### config.mk
export PLATFORM = sky130hd
export DESIGN_NAME = pack_send_frame
export DESIGN_NICKNAME = d
export VERILOG_FILES = /design/src/rtl/pack_send_frame.sv
export SDC_FILE = /design/constraint.sdc
export NUM_CORES = 2
export LEC_CHECK = 0
export BUFFER_PORTS_ARGS = -buffer_cell sky130_fd_sc_hd__buf_2
export CAP_MARGIN = 40
export CORE_MARGIN = 2
export CORE_UTILIZATION = 50
export DETAILED_ROUTE_END_ITERATION = 8
export PLACE_DENSITY_LB_ADDON = 0.08
export SLEW_MARGIN = 20
export SYNTH_ARGS = -nofsm -noshare
export SYNTH_HDL_FRONTEND = slang
export SYNTH_SLANG_ARGS = --single-unit
### constraint.sdc
create_clock -name clk -period 10.4 [get_ports clk]
set_clock_uncertainty 0.15 [all_clocks]
set_input_delay 0.52 -clock clk [delete_from_list [all_inputs] [get_ports clk]]
set_output_delay 0.52 -clock clk [all_outputs]
set_load 0.05 [all_outputs]
### src/rtl/pack_send_frame.sv
// Packet-to-byte framer: serialises fixed-size packets LSB-byte-first into a byte FIFO,
// inserting FF FF FF 7F sync markers and dropping whole packets when space runs out.
module pack_send_frame #(
    parameter int PKT_BYTES     = 16,
    parameter int DEPTH_LOG2    = 8,
    parameter int SYNC_INTERVAL = 64,
    parameter int OVF_STRETCH   = 2048
) (
    input  logic                   clk,
    input  logic                   rst,
    input  logic                   sync_in,
    input  logic                   pkt_valid,
    input  logic [8*PKT_BYTES-1:0] pkt_data,
    output logic                   pkt_ready,
    output logic [7:0]             out_data,
    output logic                   out_valid,
    input  logic                   out_ready,
    output logic                   overflow,
    output logic [15:0]            drop_count
);

    localparam int DEPTH = 1 << DEPTH_LOG2;
    localparam int IDX_W = (PKT_BYTES > 1) ? $clog2(PKT_BYTES) : 1;
    localparam int CNT_W = (SYNC_INTERVAL > 1) ? $clog2(SYNC_INTERVAL) : 1;
    localparam int STR_W = (OVF_STRETCH > 0) ? $clog2(OVF_STRETCH + 1) : 1;

    localparam int PKT_LEN_I      = PKT_BYTES;
    localparam int PKT_SYNC_LEN_I = PKT_BYTES + 4;
    localparam int LAST_IDX_I     = PKT_BYTES - 1;
    localparam int SYNC_LAST_I    = SYNC_INTERVAL - 1;
    localparam int STRETCH_I      = OVF_STRETCH;

    localparam logic [DEPTH_LOG2:0] FIFO_SIZE    = {1'b1, {DEPTH_LOG2{1'b0}}};
    localparam logic [DEPTH_LOG2:0] PKT_LEN      = PKT_LEN_I[DEPTH_LOG2:0];
    localparam logic [DEPTH_LOG2:0] PKT_SYNC_LEN = PKT_SYNC_LEN_I[DEPTH_LOG2:0];
    localparam logic [IDX_W-1:0]    LAST_IDX     = LAST_IDX_I[IDX_W-1:0];
    localparam logic [CNT_W-1:0]    SYNC_LAST    = SYNC_LAST_I[CNT_W-1:0];
    localparam logic [STR_W-1:0]    STRETCH_LOAD = STRETCH_I[STR_W-1:0];

    typedef enum logic [1:0] {
        IDLE,
        SYNC,
        DATA
    } state_t;

    state_t                 state;
    logic [8*PKT_BYTES-1:0] latched;
    logic [IDX_W-1:0]       byteIdx;
    logic [1:0]             syncIdx;
    logic                   syncPending;
    logic [CNT_W-1:0]       pktCnt;
    logic [STR_W-1:0]       stretchCnt;
    logic [STR_W-1:0]       stretchNext;

    logic [7:0]             mem [DEPTH];
    logic [DEPTH_LOG2-1:0]  wrPtr;
    logic [DEPTH_LOG2-1:0]  rdPtr;
    logic [DEPTH_LOG2:0]    count;

    logic                   accept;
    logic                   needSync;
    logic                   fits;
    logic                   dropEv;
    logic                   wrEn;
    logic                   rdEn;
    logic [DEPTH_LOG2:0]    required;
    logic [DEPTH_LOG2:0]    freeSpace;
    logic [7:0]             wrData;

    // Reset is gated in so the port reads 0 while rst is held, not just after it.
    assign pkt_ready = (state == IDLE) && sync_in && !rst;
    assign accept    = pkt_valid && pkt_ready;
    assign needSync  = syncPending || (pktCnt == SYNC_LAST);
    assign required  = needSync ? PKT_SYNC_LEN : PKT_LEN;
    // Registered occupancy only: a pop in this same cycle is deliberately not credited.
    assign freeSpace = FIFO_SIZE - count;
    assign fits      = (freeSpace >= required);
    assign dropEv    = accept && !fits;
    assign wrEn      = (state != IDLE);
    assign rdEn      = (!out_valid || out_ready) && (count != '0);

    // NOTE: every always_comb output gets a default first so no latch is inferred.
    always_comb begin
        wrData = latched[{byteIdx, 3'b000} +: 8];
        if (state == SYNC) begin
            wrData = (syncIdx == 2'd3) ? 8'h7F : 8'hFF;
        end
    end

    // NOTE: sequential state uses non-blocking assignments so all flops update together.
    always_ff @(posedge clk) begin
        if (rst) begin
            state       <= IDLE;
            latched     <= '0;
            byteIdx     <= '0;
            syncIdx     <= '0;
            syncPending <= 1'b1;
            pktCnt      <= '0;
            drop_count  <= '0;
        end else begin
            if (!sync_in) begin
                syncPending <= 1'b1;
            end
            case (state)
                IDLE: begin
                    if (accept) begin
                        if (fits) begin
                            latched <= pkt_data;
                            byteIdx <= '0;
                            if (needSync) begin
                                state       <= SYNC;
                                syncIdx     <= '0;
                                syncPending <= 1'b0;
                                pktCnt      <= '0;
                            end else begin
                                state  <= DATA;
                                pktCnt <= pktCnt + 1'b1;
                            end
                        end else begin
                            // Whole packet is swallowed; the stream must resync afterwards.
                            syncPending <= 1'b1;
                            if (drop_count != 16'hFFFF) begin
                                drop_count <= drop_count + 1'b1;
                            end
                        end
                    end
                end
                SYNC: begin
                    syncIdx <= syncIdx + 1'b1;
                    if (syncIdx == 2'd3) begin
                        state <= DATA;
                    end
                end
                DATA: begin
                    byteIdx <= byteIdx + 1'b1;
                    if (byteIdx == LAST_IDX) begin
                        state <= IDLE;
                    end
                end
                default: state <= IDLE;
            endcase
        end
    end

    always_comb begin
        stretchNext = stretchCnt;
        if (dropEv) begin
            stretchNext = STRETCH_LOAD;
        end else if (stretchCnt != '0) begin
            stretchNext = stretchCnt - 1'b1;
        end
    end

    always_ff @(posedge clk) begin
        if (rst) begin
            stretchCnt <= '0;
            overflow   <= 1'b0;
        end else begin
            stretchCnt <= stretchNext;
            overflow   <= (stretchNext != '0);
        end
    end

    // NOTE: the byte store has no reset; count and pointers alone define what is valid.
    always_ff @(posedge clk) begin
        if (wrEn) begin
            mem[wrPtr] <= wrData;
        end
    end

    always_ff @(posedge clk) begin
        if (rst) begin
            wrPtr     <= '0;
            rdPtr     <= '0;
            count     <= '0;
            out_data  <= '0;
            out_valid <= 1'b0;
        end else begin
            if (wrEn) begin
                wrPtr <= wrPtr + 1'b1;
            end
            if (rdEn) begin
                out_data  <= mem[rdPtr];
                out_valid <= 1'b1;
                rdPtr     <= rdPtr + 1'b1;
            end else if (out_ready) begin
                out_valid <= 1'b0;
            end
            case ({wrEn, rdEn})
                2'b10:   count <= count + 1'b1;
                2'b01:   count <= count - 1'b1;
                default: count <= count;
            endcase
        end
    end

endmodule
==> flow_summary.toml <==
[route]
routed_wl_mm = 248
postRouteAntennaNets = 0
vias_per_cell = 6.14
firstDrtPassIters = 5
drt_iter0_markers = 5868
drc = 0
wl_per_cell_um = 30.9
num_vias = 49200

[logic_synthesis]
synthCells = 4950
synth_flop_cell = "edfxtp_1"
syn_avg_cell_area_sq_um = 18.0
synth-seq-cells = 2254
yosys_warnings = 0
synth_fa_ha_area_share_pct = 0.318
ys_seq_area_share_pct = 73.8
synth_top_family_by_area = "multiplexers"
syn_area_sq_mm = 0.0890
synth-compound-area-share_pct = 3.50
yosys.area_share.simple_pct = 5.39
synth-edff-count = 2048
ys_types = 70
synth-async-reset-ratio_pct = 0
syn_nets = 5105
synth.mux.area_fraction_pct = 14.6
synth_xor_area_share_pct = 0.404

[floorplan]
die_area_sq_mm = 0.181
rows = 154
coreArea_sq_mm = 0.176
io_pins = 160
die_x_um = 426
start_util_pct = 50.4
die_h_um = 426

[clock_network]
cts_made_buffers = 226
h-tree-depth = 4
ctsResizeCount = 0
worstSkewPairLatency_ns = 0.87
clkSlewWorstSetupHoldPaths_ns = 0.06
clock-sinks = 2254
clock_path_buffers = 3
cts_tree = "built"
root_buffer = "clkbuf_16"

[timing]
worst_pin_slew_ns = 0.920
setup-tns-final_ns = 0
drv_slew = 0
finalSetupViolCount = 0
hold_viol_final = 0
max_freq_mhz = 200
period_share_pct = 48.0
rsz0062_at_grt = "false"
holdWs_ns = 0.230
min_period_ns = 5.00
maxSlewHeadroom_pct = 37.1

[global_route]
grt_util_met1_pct = 38.8
grt_pass1_wl_mm = 353
gr-max-usage-layer = "met2"
grt_use_met3_pct = 5.01
gr-usage-all-layers_pct = 27.3
grt_max_degree = 153
met2_usage_pct = 43.5
first_global_vias = 48300
grt_overflow = 0
antenna_found_initial = 8

[run_status]
outcome = "completed"

[power_and_ir_drop]
fin_total_pwr_mw = 23.3
leakagePower_nw = 34.1
p_per_area_mw_per_mm2 = 227
ir_worst_vdd_v = 0.000217

[min_path]
hold_class = "input pin to flip-flop"
min_path_cells = 4

[place]
place_area_sq_mm = 0.0934
placed_cells = 7378
port_buffers = 159
dp_hpwl_mm = 154
place_congestion = 0.849

[finish]
syn_to_final_growth_pct = 15.5
drive_gt1_share_pct = 23.3
design_area_sq_mm = 0.103
fin_cells = 8014
fin_nets = 5631

[critical_path]
cp.arrival_ns = 5.61
worstSetupPathType = "flip-flop to flip-flop"
worstPathRequired_ns = 11.01
worst-path-max-fanout = 114
reg2reg_depth = 10
startpoint_type = "flip-flop"
cp-end-kind = "flip-flop"

[job]
cap_viol_max_count = 0
==> placed cells by master (no fill, tap or decap), drive strengths merged, types with 26 or more instances in the layout <==
| master | count |
|---|---|
| nor3 | 43 |
| dlygate4sd3 | 132 |
| clkinv | 94 |
| dfxtp | 206 |
| a22oi | 40 |
| clkbuf | 299 |
| a211oi | 26 |
| nand2 | 402 |
| a221oi | 35 |
| mux4 | 463 |
| a21oi | 124 |
| mux2i | 246 |
| edfxtp | 2048 |
| o21ai | 71 |
| o221ai | 50 |
| inv | 32 |
| nor2b | 26 |
| nor2 | 371 |
| nand3 | 179 |
| buf | 477 |
| o22ai | 43 |
==> power by group <==
| part | total (mW) | switching [mW] | internal (mW) | leakage [nW] |
|---|---|---|---|---|
| registers | 10.5 | 0.141 | 10.4 | 20.5 |
| clock network | 7.94 | 3.46 | 4.48 | 3.53 |
| logic | 4.85 | 2.83 | 2.02 | 10.1 |
| total | 23.3 | 6.43 | 16.9 | 34.1 |
==> layer usage <==
metal	wire length, um	vias to the layer above	part of all wire (%)
met4	7050	6	2.8
met3	20200	364	8.2
met2	118000	2150	48
met1	102000	25900	41
li1	-	20800	-
met5	32	-	0.013
==> layout make-up <==
class,count,area (sq um)
Fill cell,13300,73700
Sequential cell,2254,65600
Timing Repair Buffer,609,5190
Tap cell,2340,2930
Multi-Input combinational cell,2363,21700
Clock inverter,123,1120
Inverter,22,90.1
Clock buffer,299,6070
Antenna cell,4,10.0
==> per-stage QoR <==
stage	util [%]	worst slack [ns]
after floorplan	-	2.75
final	58.2	5.40
after global routing	58.2	5.48
after CTS	57.8	5.51
after global placement	52.1	5.41
after detailed placement	52.9	5.52
==> critical path, stage by stage (launching register included) <==
cell and delay (ns):
dfxtp_4 0.79, buf_12 0.59, nand2_4 0.50, buf_4 0.47, a211oi_1 0.39, nor3_1 0.09, nand3_1 0.16, o21ai_0 0.24
a211oi_1 0.60, a221oi_1 0.34, a221o_1 0.33
==> sequential cells by signal (all words and copies together), names as in the netlist, 2 cells and up <==
name        cells
byteIdx         4
drop_count     16
pktCnt          6
rdPtr           8
stretchCnt     12
mem          2048
wrPtr           8
syncIdx         2
count           9
out_data        8
latched       128
state           2
==> cells in the mapped netlist, drive strengths merged, types with 26 or more instances <==
master	count	area, sq um
nand3	179	896
a22oi	40	300
a211oi	26	195
o22ai	43	269
a21oi	124	621
mux4	463	10400
mux2i	246	2460
a221oi	35	313
buf	136	1040
edfxtp	2048	61500
nand2	402	1510
o221ai	50	438
o21ai	71	355
clkbuf	175	658
nor3	43	215
dfxtp	206	4120
nor2b	26	163
nor2	371	1400
==> cells by family (layout without fill, tap and decap cells) <==
group	Yosys count	count (layout)
xor gates and xnor gates	41	41
AOI/OAI and AO/OA	463	463
buffers and inverters	333	1053
and+or+nand+nor	1117	1117
DFF	2254	2254
muxes	720	720
other	0	4
adders and majority gates	22	22
==> repair_timing <==
action	4_1_cts	5_1_grt
hold endpoints to repair	146	0
setup buffers	0	0
hold buffers	132	0
==> path summary, 6_finish.rpt <==
| check | startpoint | to | slack, ns |
|---|---|---|---|
| max | rdPtr[1]$_SDFFE_PP0P_ | out_data[4]$_SDFFE_PP0P_ | 5.40 |
| min | pkt_data[19] | latched[19]$_SDFFE_PP0P_ | 0.23 |
| max reg2reg | rdPtr[1]$_SDFFE_PP0P_ | out_data[4]$_SDFFE_PP0P_ | 5.40 |
| min reg2reg | latched[55]$_SDFFE_PP0P_ | latched[55]$_SDFFE_PP0P_ | 0.30 |
Power figures use the tool's default switching activity.
